## src/rtl/fft_unload_if.sv

```systemverilog
// fft_unload_if: FFT output bus in, single-bin valid/ready stream out, plus status
interface fft_unload_if #(parameter int WIDTH = 16, parameter int N = 16);
  logic                   frame_start;
  logic [N*WIDTH-1:0]     in_re, in_im;
  logic                   out_valid, out_ready;
  logic [WIDTH-1:0]       out_re, out_im;
  logic [$clog2(N)-1:0]   out_index;
  logic                   out_last, busy, overrun;
  logic [7:0]             drop_count;
  modport master (input frame_start, in_re, in_im, out_ready,
                  output out_valid, out_re, out_im, out_index, out_last, busy, overrun, drop_count);
  modport slave  (output frame_start, in_re, in_im, out_ready,
                  input out_valid, out_re, out_im, out_index, out_last, busy, overrun, drop_count);
endinterface

```

## src/rtl/fft_frame_unloader.sv

```systemverilog
// fft_frame_unloader: snapshots all FFT bins after a fixed latency and streams them one per beat
module fft_frame_unloader #(
  parameter int WIDTH   = 16,
  parameter int N       = 16,
  parameter int LATENCY = 4
) (
  input logic         clk,
  input logic         rst,
  fft_unload_if.master bus
);
  localparam int IW = $clog2(N);
  localparam logic [7:0] LD = LATENCY > 0 ? 8'(LATENCY - 1) : 8'd0;
  typedef enum logic [1:0] {IDLE, WAIT, STREAM} state_t;
  state_t             state;
  logic [7:0]         cnt;
  logic [IW-1:0]      idx;
  logic [N*WIDTH-1:0] snap_re, snap_im;
  logic               fin, accept, drop;
  // a frame_start on the final handshake starts the next frame back-to-back
  assign fin    = state == STREAM && bus.out_ready && idx == IW'(N - 1);
  assign accept = bus.frame_start && (state == IDLE || fin);
  assign drop   = bus.frame_start && !accept;
  assign bus.out_valid = state == STREAM;
  assign bus.busy      = state != IDLE;
  assign bus.out_index = idx;
  assign bus.out_last  = bus.out_valid && idx == IW'(N - 1);
  assign bus.out_re    = bus.out_valid ? snap_re[idx*WIDTH +: WIDTH] : '0;
  assign bus.out_im    = bus.out_valid ? snap_im[idx*WIDTH +: WIDTH] : '0;
  always_ff @(posedge clk or posedge rst)
    if (rst) begin
      state          <= IDLE;
      cnt            <= '0;
      idx            <= '0;
      snap_re        <= '0;
      snap_im        <= '0;
      bus.overrun    <= 1'b0;
      bus.drop_count <= '0;
    end else begin
      bus.overrun <= drop;
      if (drop && bus.drop_count != 8'hff) bus.drop_count <= bus.drop_count + 8'd1;
      if (accept && LATENCY == 0) begin
        snap_re <= bus.in_re;
        snap_im <= bus.in_im;
        idx     <= '0;
        state   <= STREAM;
      end else if (accept) begin
        cnt   <= LD;
        idx   <= '0;
        state <= WAIT;
      end else if (state == WAIT) begin
        if (cnt == 8'd0) begin
          snap_re <= bus.in_re;
          snap_im <= bus.in_im;
          idx     <= '0;
          state   <= STREAM;
        end else cnt <= cnt - 8'd1;
      end else if (fin) begin
        idx   <= '0;
        state <= IDLE;
      end else if (state == STREAM && bus.out_ready) idx <= idx + 1'b1;
    end
endmodule

```

## src/flat_wrapper.sv

```systemverilog
// flat-port wrapper written by rule: the top's interface ports become plain ports
module fft_frame_unloader_flat 
#(
  parameter int WIDTH   = 16,
  parameter int N       = 16,
  parameter int LATENCY = 4
)
  (clk, rst, bus_frame_start, bus_in_re, bus_in_im, bus_out_ready, bus_out_valid, bus_out_re, bus_out_im, bus_out_index, bus_out_last, bus_busy, bus_overrun, bus_drop_count);
  fft_unload_if #(.WIDTH(WIDTH), .N(N)) bus_i ();
  input logic clk;
  input logic rst;
  input wire logic [$bits(bus_i.frame_start)-1:0] bus_frame_start;
  input wire logic [$bits(bus_i.in_re)-1:0] bus_in_re;
  input wire logic [$bits(bus_i.in_im)-1:0] bus_in_im;
  input wire logic [$bits(bus_i.out_ready)-1:0] bus_out_ready;
  output wire logic [$bits(bus_i.out_valid)-1:0] bus_out_valid;
  output wire logic [$bits(bus_i.out_re)-1:0] bus_out_re;
  output wire logic [$bits(bus_i.out_im)-1:0] bus_out_im;
  output wire logic [$bits(bus_i.out_index)-1:0] bus_out_index;
  output wire logic [$bits(bus_i.out_last)-1:0] bus_out_last;
  output wire logic [$bits(bus_i.busy)-1:0] bus_busy;
  output wire logic [$bits(bus_i.overrun)-1:0] bus_overrun;
  output wire logic [$bits(bus_i.drop_count)-1:0] bus_drop_count;
  assign bus_i.frame_start = bus_frame_start;
  assign bus_i.in_re = bus_in_re;
  assign bus_i.in_im = bus_in_im;
  assign bus_i.out_ready = bus_out_ready;
  assign bus_out_valid = bus_i.out_valid;
  assign bus_out_re = bus_i.out_re;
  assign bus_out_im = bus_i.out_im;
  assign bus_out_index = bus_i.out_index;
  assign bus_out_last = bus_i.out_last;
  assign bus_busy = bus_i.busy;
  assign bus_overrun = bus_i.overrun;
  assign bus_drop_count = bus_i.drop_count;
  fft_frame_unloader #(.WIDTH(WIDTH), .N(N), .LATENCY(LATENCY)) u_core (.clk(clk), .rst(rst), .bus(bus_i));
endmodule
```

## config.mk

```make
export PLATFORM = sky130hd
export DESIGN_NAME = fft_frame_unloader_flat
export DESIGN_NICKNAME = d
export VERILOG_FILES = /design/src/rtl/fft_unload_if.sv /design/src/rtl/fft_frame_unloader.sv /design/src/flat_wrapper.sv
export SDC_FILE = /design/constraint.sdc
export NUM_CORES = 1
export LEC_CHECK = 0
export BUFFER_PORTS_ARGS = -buffer_cell sky130_fd_sc_hd__buf_2
export CORE_UTILIZATION = 35
export DETAILED_ROUTE_END_ITERATION = 12
export PLACE_DENSITY = 0.53
export SYNTH_ARGS = -nofsm -noshare
export SYNTH_HDL_FRONTEND = slang
export SYNTH_SLANG_ARGS = --single-unit
```

## constraint.sdc

```tcl
create_clock -name clk -period 19.4 [get_ports clk]
set_input_delay 2.91 -clock clk [delete_from_list [all_inputs] [get_ports clk]]
set_output_delay 2.91 -clock clk [all_outputs]
set_load 0.005 [all_outputs]
```

==> results.sh <==
export IMPL_vdd_drop_max_mv=0.0564
export IMPL_fmax_mhz=130
export IMPL_fin_skew_ns=0.0252
export IMPL_route_met3_wl_um=5050
export IMPL_dpl_cell_count=3175
export IMPL_clkTransAtPathRegs_ns=0.05
export IMPL_synth_avg_cell_area_um2=14.9
export IMPL_met2_length_um=37000
export IMPL_cp_max_fo=62
export IMPL_hp_class="reg -> reg"
export IMPL_floorplan_initialDensity_pct=35.7
export IMPL_hold_violations=0
export IMPL_slew_viol_final=0
export IMPL_period_needed_ns=7.70
export IMPL_yosysUniqueCellTypes=46
export IMPL_met1_length_um=35200
export IMPL_area_growth_pct=21.4
export IMPL_routabilityCongestion=0.865
export IMPL_final_nets=2804
export IMPL_highest_layer="met5"
export IMPL_portBuffers=563
export IMPL_cts_tree="done"
export IMPL_rr_endpoint="u_core.snap_im[7]"
export IMPL_relSlewSlack_pct=19.6
export IMPL_seqCellArea_um2=13400
export IMPL_drc=0
export IMPL_syn_inst=1753
export IMPL_ys_seq_elements=535
export IMPL_yosys_warnings=0
export IMPL_core_um2=73500
export IMPL_reg2regPathDepth=7
export IMPL_clockRootBuffer="clkbuf_16"
export IMPL_power_density_nw_per_um2=85.1
export IMPL_multiInputGateArea_um2=12000
export IMPL_rows=99
export IMPL_reg2reg_slack_ns=15.38
export IMPL_vias=16578
export IMPL_drv_cap=0
export IMPL_fin_crit_sh_pct=39.7
export IMPL_post_cts_buffers=0
export IMPL_cts_max_path_buffers=3
export IMPL_ys_flop_type="dfrtp_1"
export IMPL_fillers=6802
export IMPL_synth_edf_count=0
export IMPL_ctsHtreeMaxLevel=3
export IMPL_drt_iter0_markers=1066
export IMPL_outcome="finished, final reports clean"
export IMPL_syn_area_um2=26200
export IMPL_routedWlPerCell_um=23.9
export IMPL_yosysSeqAreaShare_pct=51.1
export IMPL_grt_max_degree=171
export IMPL_antenna_left=0
export IMPL_drt_wl_total_um=79500
export IMPL_overflow=0
export IMPL_p_leak_nw=16.2
export IMPL_die_y_um=276
export IMPL_setup_violations=0
export IMPL_timing_rr_start="u_core.cnt[0]"
export IMPL_dieArea_um2=76000
export IMPL_grt_pass1_wl_um=116000
export IMPL_critPathRequiredTime_ns=16.49
export IMPL_rsz0062_at_grt="no"
export IMPL_hpwl_um=55100
export IMPL_setup_tns_ns=0
export IMPL_hold_end="u_core.cnt[0]"
export IMPL_fin_total_pwr_mw=2.71
export IMPL_whs_path_depth=1
export IMPL_grt_pass1_vias=17988
export IMPL_antenna_found_initial=50
export IMPL_whs_ns=0.486
export IMPL_worstPathArrival_ns=4.79
export IMPL_hold_path_startpoint="u_core.cnt[0]"
export IMPL_grt_total_usage_pct=20.5
export IMPL_die_w_um=276
export IMPL_cts_hold_buf=0
export IMPL_critical_path_class="reg -> out"
export IMPL_ios=564
export IMPL_cts_sinks=535
export IMPL_cts_resized=0
export IMPL_syn_num_nets=2273
export IMPL_start_kind="flop"
export IMPL_end_kind="primary output"
export IMPL_drtPass1Iterations=5
export IMPL_layout_drive_gt1_share_pct=50.8
export IMPL_viasPerCell=4.99
export IMPL_tightestPinTransition_ns=1.21
export IMPL_postSynth_asyncResetShare_pct=100
export IMPL_numCtsBuffers=66
export IMPL_clock_latency_ns=0.60
export IMPL_stdcell_count=3321
[placed cells by master (no fill, tap or decap), types with 15 or more instances in the layout]
cell       instances
buf_2            563
buf_4             17
nand3_1           30
o21ai_0           39
mux2i_1          243
mux2_4           400
a22oi_1          112
dfrtp_1          534
mux2_2            78
clkbuf_16         68
clkbuf_1          15
nand2_1           61
mux2_1            35
diode_2           30
clkbuf_8          19
[cells by family after synthesis]
| kind of cell | Yosys count | share of synthesized area (%) |
|---|---|---|
| adders and majority gates | 4 | 0.191 |
| buffers and inverters | 127 | 3.47 |
| muxes | 764 | 37.8 |
| DFF | 535 | 51.1 |
| and+or+nand+nor | 135 | 2.51 |
| xor gates and xnor gates | 7 | 0.234 |
| AOI/OAI and AO/OA | 181 | 4.74 |
[power by group]
group | leakage, nW | switching, mW | internal, mW
logic | 8.90 | 0.114 | 0.147
registers | 6.23 | 0.0455 | 1.18
clock network | 1.06 | 0.492 | 0.731
total | 16.2 | 0.651 | 2.06
[how the worst max path moves through the flow]
stage,startpoint,end,slack (ns),cells after the start
global route,u_core.bus.out_index[0],bus_out_im[6],11.48,6
finish,u_core.bus.out_index[0],bus_out_im[6],11.70,6
floorplan,rst,u_core.bus.drop_count[0],1.54,1
global placement,u_core.bus.out_index[0],bus_out_im[6],12.34,6
CTS,u_core.bus.out_index[0],bus_out_im[6],11.59,6
detailed placement,u_core.bus.out_index[0],bus_out_im[6],12.26,6
[sequential cells by signal, summed over array words and instances (netlist names)]
signal                 count
u_core.snap_im           256
u_core.bus.overrun         1
u_core.bus.drop_count      8
u_core.state               2
u_core.snap_re           256
u_core.bus.out_index       4
u_core.cnt                 8
[layer usage]
layer,global-route usage [%],vias up
met5,0,-
met4,7.52,34
met3,5.32,137
met2,31.7,472
met1,27.5,8406
li1,-,7529
[synthesized netlist by cell type, types with 2 or more instances]
cell type	count	area, um^2
dfrtp_1	535	13400
mux2_4	400	6010
mux2i_1	243	2430
a22oi_1	112	841
mux2_2	78	878
nand2_1	62	233
buf_6	51	574
o21ai_0	39	195
mux2_1	35	394
buf_2	34	170
nand3_1	31	155
clkbuf_1	29	109
a21oi_1	11	55.1
nor2_1	9	33.8
mux4_2	8	180
o2111ai_1	8	70.1
inv_1	6	22.5
nor3_1	6	30.0
xor2_1	6	52.6
nor2b_1	5	31.3
buf_1	4	15.0
ha_1	4	50.1
o211ai_1	4	30.0
a31oi_1	3	18.8
buf_4	2	15.0
nand2b_1	2	12.5
nand3b_1	2	15.0
nand4_1	2	12.5
nor4_1	2	12.5
nor4b_1	2	17.5
or2_2	2	12.5
or4_1	2	15.0
[area by class of cell]
| class | instances | area share, % |
|---|---|---|
| Clock inverter | 14 | 0.448 |
| Multi-Input combinational cell | 1091 | 37.6 |
| Sequential cell | 535 | 42.1 |
| Antenna cell | 30 | 0.236 |
| Tap cell | 959 | 3.77 |
| Timing Repair Buffer | 583 | 9.45 |
| Inverter | 7 | 0.106 |
| Clock buffer | 102 | 6.35 |
[worst max-delay path: stages, from the launching register on]
cell       delay, ns
dfrtp_4         0.97
buf_4           0.79
buf_4           0.97
mux4_2          0.61
o2111ai_1       0.38
o21ai_0         0.17
buf_2           0.17
[per-stage QoR]
stage | instance area [um^2] | utilization (%) | setup WS (ns)
finish | 31800 | 43.3 | 11.70
CTS | 31700 | 43.2 | 11.59
detailed placement | 29600 | 40.3 | 12.26
global placement | 29600 | 40.3 | 12.34
global route | 31800 | 43.3 | 11.48
floorplan | 26200 | - | 1.54
Power figures use the tool's default switching activity.
